**src/rtl/lock_sweep_ctrl.sv**
```systemverilog
// lock_sweep_ctrl: frequency-sweep scheduler for the lock-in chain.
// Steps the reference Fword, waits for the FIR to settle, then averages
// 2^AVG_LOG2 amplitude samples per point and tracks the peak response.
// Ports:
//   sys_clk, sys_rst       clock, synchronous active-high reset
//   start, abort           one-cycle sweep start / abort strobes
//   f_start, f_step, n_pts sweep definition, latched on accepted start
//   lock_tdata_valid/_data amplitude sample stream (unsigned)
//   fword_o, busy          Fword to PSD, sweep in progress
//   pt_valid/idx/fword/amp per-point report (values hold between pulses)
//   peak_fword, peak_amp   largest reported amplitude of this sweep
//   done                   one-cycle pulse at normal completion
module lock_sweep_ctrl #(
    parameter int FWORD_W    = 24,
    parameter int AMP_W      = 24,
    parameter int SETTLE_CYC = 4096,
    parameter int AVG_LOG2   = 4,
    parameter int NPTS_W     = 16
) (
    input  logic               sys_clk,
    input  logic               sys_rst,
    input  logic               start,
    input  logic               abort,
    input  logic [FWORD_W-1:0] f_start,
    input  logic [FWORD_W-1:0] f_step,
    input  logic [NPTS_W-1:0]  n_pts,
    input  logic               lock_tdata_valid,
    input  logic [AMP_W-1:0]   lock_tdata,
    output logic [FWORD_W-1:0] fword_o,
    output logic               busy,
    output logic               pt_valid,
    output logic [NPTS_W-1:0]  pt_idx,
    output logic [FWORD_W-1:0] pt_fword,
    output logic [AMP_W-1:0]   pt_amp,
    output logic [FWORD_W-1:0] peak_fword,
    output logic [AMP_W-1:0]   peak_amp,
    output logic               done
);

    localparam int SW = $clog2(SETTLE_CYC + 1);
    localparam int AW = AMP_W + AVG_LOG2;
    localparam int CW = AVG_LOG2 + 1;

    typedef enum logic [2:0] {
        IDLE, SETTLE, ACCUM, REPORT, DONE
    } state_t;

    state_t state, state_nx;

    logic [SW-1:0]      settle_cnt;
    logic [CW-1:0]      smp_cnt;
    logic [AW-1:0]      acc;
    logic [FWORD_W-1:0] step_q;
    logic [NPTS_W-1:0]  npts_q;
    logic [NPTS_W-1:0]  idx;
    logic [AMP_W-1:0]   avg;
    logic [AMP_W-1:0]   pt_amp_q;
    logic [FWORD_W-1:0] pt_fword_q;
    logic [NPTS_W-1:0]  pt_idx_q;
    logic               settle_end;
    logic               accum_end;
    logic               last_pt;
    logic               peak_upd;

    assign avg        = acc[AW-1:AVG_LOG2];
    assign settle_end = (settle_cnt == SW'(SETTLE_CYC - 1));
    assign accum_end  = lock_tdata_valid &&
                        (smp_cnt == CW'((1 << AVG_LOG2) - 1));
    assign last_pt    = (idx == npts_q - NPTS_W'(1));
    // First point of a sweep always claims the peak, even at amplitude 0.
    assign peak_upd   = (idx == '0) || (avg > peak_amp);

    assign busy     = (state != IDLE);
    // Report fields present the live average during the pulse, then hold.
    assign pt_amp   = pt_valid ? avg     : pt_amp_q;
    assign pt_fword = pt_valid ? fword_o : pt_fword_q;
    assign pt_idx   = pt_valid ? idx     : pt_idx_q;

    always_ff @(posedge sys_clk) begin
        if (sys_rst) state <= IDLE;
        else         state <= state_nx;
    end

    always_comb begin
        state_nx = state;
        pt_valid = 1'b0;
        done     = 1'b0;
        unique case (state)
            IDLE: begin
                if (start) state_nx = (n_pts == '0) ? DONE : SETTLE;
            end
            SETTLE: begin
                if (settle_end) state_nx = ACCUM;
            end
            ACCUM: begin
                if (accum_end) state_nx = REPORT;
            end
            REPORT: begin
                pt_valid = 1'b1;
                state_nx = last_pt ? DONE : SETTLE;
            end
            DONE: begin
                done     = 1'b1;
                state_nx = IDLE;
            end
            default: state_nx = IDLE;
        endcase
        // Abort and reset suppress any pulse of the current cycle.
        if (abort && state != IDLE) begin
            state_nx = IDLE;
            pt_valid = 1'b0;
            done     = 1'b0;
        end
        if (sys_rst) begin
            pt_valid = 1'b0;
            done     = 1'b0;
        end
    end

    always_ff @(posedge sys_clk) begin
        if (sys_rst) begin
            fword_o    <= '0;
            settle_cnt <= '0;
            smp_cnt    <= '0;
            acc        <= '0;
            step_q     <= '0;
            npts_q     <= '0;
            idx        <= '0;
            pt_amp_q   <= '0;
            pt_fword_q <= '0;
            pt_idx_q   <= '0;
            peak_fword <= '0;
            peak_amp   <= '0;
        end else begin
            unique case (state)
                IDLE: begin
                    if (start) begin
                        step_q     <= f_step;
                        npts_q     <= n_pts;
                        idx        <= '0;
                        peak_amp   <= '0;
                        peak_fword <= '0;
                        if (n_pts != '0) begin
                            fword_o    <= f_start;
                            settle_cnt <= '0;
                        end
                    end
                end
                SETTLE: begin
                    settle_cnt <= settle_cnt + SW'(1);
                    acc        <= '0;
                    smp_cnt    <= '0;
                end
                ACCUM: begin
                    if (lock_tdata_valid) begin
                        acc     <= acc + AW'(lock_tdata);
                        smp_cnt <= smp_cnt + CW'(1);
                    end
                end
                REPORT: begin
                    if (pt_valid) begin
                        pt_amp_q   <= avg;
                        pt_fword_q <= fword_o;
                        pt_idx_q   <= idx;
                        if (peak_upd) begin
                            peak_amp   <= avg;
                            peak_fword <= fword_o;
                        end
                        if (!last_pt) begin
                            idx        <= idx + NPTS_W'(1);
                            fword_o    <= fword_o + step_q;
                            settle_cnt <= '0;
                        end
                    end
                end
                default: ;
            endcase
        end
    end

endmodule

```
**config.mk**
```make
export PLATFORM = sky130hd
export DESIGN_NAME = lock_sweep_ctrl
export DESIGN_NICKNAME = d
export VERILOG_FILES = /design/src/rtl/lock_sweep_ctrl.sv
export SDC_FILE = /design/constraint.sdc
export NUM_CORES = 1
export LEC_CHECK = 0
export CAP_MARGIN = 40
export CORE_MARGIN = 2
export CORE_UTILIZATION = 30
export CTS_CLUSTER_DIAMETER = 200
export DETAILED_ROUTE_END_ITERATION = 8
export HOLD_SLACK_MARGIN = 0.03
export PLACE_DENSITY_LB_ADDON = 0.08
export SLEW_MARGIN = 10
export SYNTH_ARGS = -nofsm -noshare
export SYNTH_HDL_FRONTEND = slang
export SYNTH_SLANG_ARGS = --single-unit
```
**constraint.sdc**
```tcl
create_clock -name sys_clk -period 4 [get_ports sys_clk]
set_clock_uncertainty 0.05 [all_clocks]
set_input_delay 0.6 -clock sys_clk [delete_from_list [all_inputs] [get_ports sys_clk]]
set_output_delay 0.6 -clock sys_clk [all_outputs]
set_load 0.05 [all_outputs]
```
==> out/metrics.cfg <==
[status]
status=finished clean

[cts]
cts_max_level=1
cts.sinks=241
clk_latency_ps=570
root_buffer=clkbuf_16
cts_setup_buffers=0
numCtsBuffers=31
cts_resized=0
clk_path_buf_depth=3
cts_tree=yes
holdBufCountCts=0
cts.clk_slew.worst_paths_ps=60

[hold_path]
hold_class=input pin to register
hold_end=state[1]
worstHoldStart=sys_rst
holdPathStages=3

[setup_path]
crit_chain=nor3_1, inv_1, a21o_1, nor2_4, buf_4, mux2_2, buf_4
worstRegToRegCells=11
r2r_slack_ps=580
required_ps=3350
cp_slowest_cell=buf_4
path_depth=7
startpoint_type=register
slowest_delay_ps=490
worstPathMaxFanout=33
arrival_ps=2980
rr_startpoint=npts_q[6]
crit_top_cell=buf_4
worst-setup-path-type=register to output pin
path_buf_inv=3
cp-end-kind=output pin
cpLargestDelayFamily=buffers and inverters
r2r-end=settle_cnt[6]

[grt]
grt_usage_pct=18.30
grt_pass1_wl_mm=65.03
antenna_found_initial=2
grt_pass1_vias=11480
grt_max_degree=67
grt.overflow.total=0

[synth]
synth-seq-area-share_pct=37.26
synth-seq-cells=241
syn_nets=1717
synth_area_um2=12950
synth.distinct_cells=70
avgSynthCellArea_um2=8.382
netlist_instances=1545
synthArstFlopShare_pct=0
synth_edf_count=0
ys.flop_type=dfxtp_1
yosysWarnings=0

[timing]
relSlewSlack_pct=43.61
finalSetupViolations=0
fin_crit_ps=3626
max_clock_freq_ghz=0.2758
whs_ps=399.2
rsz0062_at_grt=false
worst_pin_slew_ps=845.8
hold_viol=0
setup_tns_ps=0
final_max_slew_viol_count=0
fin_crit_sh_pct=90.64

[run]
maxCapViolations=0

[finish]
fin_nets=1915
drive_above_1_share_pct=12.70
area_delta_synth_final_pct=29.54
antennaDiodeCount=0
final_common_cell=dfxtp_1
n_fill_cell=4413
layout_common_cells=dfxtp_1 (241), a21oi_1 (175), clkdlybuf4s50_1 (165)

[die]
start_util_pct=30.20
dieHeight_um=211.8
rows=76
die_w_um=211.8
die_area_um2=44840
ios=232
core_um2=42890

[detailed_routing]
ant_nets=0
post_drt_via_cell_ratio=4.966
vias=11670
drtIter0Drc=697
drc_errors=0
wire_per_inst_um=17.63
first_pass_iters=5
wl_mm=41.42

[pwr]
p_leak_nw=6.639
ir_drop_v=0.0002669
cellPowerDensity_nw_per_um2=467.1

[placed_design]
gp_congestion=0.8261
port_buffers=231
dpl.hpwl_mm=29.11

[layout make-up]
type	instances	area, um2	area share (%)
flip-flops and latches	241	4825	28.76
multi-input cells	1165	7630	45.48
clock inverters	9	122.6	0.7310
well taps	585	732.0	4.363
inverters	48	180.2	1.074
clock buffers	45	898.4	5.355
repair buffers	256	2387	14.23
[Yosys cell counts, types with 23 or more instances]
| master | n | area share [%] |
|---|---|---|
| a21oi_1 | 175 | 6.8 |
| a21o_1 | 23 | 1.3 |
| inv_1 | 48 | 1.4 |
| clkbuf_1 | 81 | 2.3 |
| dfxtp_1 | 241 | 37 |
| nand2b_1 | 55 | 2.7 |
| ha_1 | 77 | 7.4 |
| xnor2_1 | 37 | 2.5 |
| nor2_1 | 102 | 3.0 |
| o21ai_0 | 27 | 1.0 |
| nand2_1 | 156 | 4.5 |
| nor2b_1 | 74 | 3.6 |
| nand3_1 | 98 | 3.8 |
| xor2_1 | 32 | 2.2 |
| mux2_2 | 64 | 5.6 |
[worst min-delay path, delay by kind of cell]
family          cells  cell delay [ps]
compound gates      2              280
buf+inv             1               80
[worst max-delay path by stage]
stage | to | start | slack, ps
final | pt_amp[2] | state[1] | 370
after global routing | pt_amp[1] | state[1] | 70
after CTS | pt_amp[5] | state[1] | 300
after detailed placement | acc[22] | lock_tdata[0] | 340
after global placement | acc[22] | lock_tdata[0] | 350
after floorplan | pt_amp[23] | state[2] | 390
[cells by family after synthesis]
group | Yosys count | synth area share (%)
DFF | 241 | 37.26
buffers and inverters | 139 | 4.106
adders and majority gates | 79 | 7.749
and+or+nand+nor | 602 | 23.53
muxes | 71 | 6.106
AOI/OAI and AO/OA | 343 | 16.42
xor gates and xnor gates | 70 | 4.841
[report_power, final]
part / switching (mW) / total [mW] / internal [mW]
Combinational: 1.37 / 2.22 / 0.848
Sequential: 0.225 / 2.78 / 2.56
Clock: 1.10 / 2.83 / 1.73
[flip-flops by register name, indices dropped and copies added (netlist names)]
register    count
acc            28
fword_o        24
idx            16
npts_q         16
peak_amp       24
peak_fword     24
pt_amp_q       24
pt_fword_q     24
pt_idx_q       16
settle_cnt     13
smp_cnt         5
state           3
step_q         24
[metrics by stage]
stage | instance area (um2) | power (mW) | std cells | util, % | worst slack [ps]
5_1_grt | 16770 | 8.281 | 2349 | 39.11 | 74.01
6_report | 16770 | 7.835 | 2349 | 39.11 | 374.3
4_1_cts | 16760 | 7.954 | 2348 | 39.09 | 298.3
3_5_place_dp | 15740 | 5.069 | 2294 | 36.71 | 343.4
3_3_place_gp | 15720 | 5.065 | 2293 | 36.64 | 345.1
2_1_floorplan | 12950 | 4.298 | 1545 | - | 385.0
[layer usage]
metal / share of wire [%] / track usage, % / wire length, um
met4: 2.2 / 4.031 / 926
met1: 47 / 25.07 / 19580
met5: 0.056 / 0 / 23
met3: 5.4 / 3.501 / 2232
met2: 45 / 29.76 / 18660
Power figures use the tool's default switching activity.
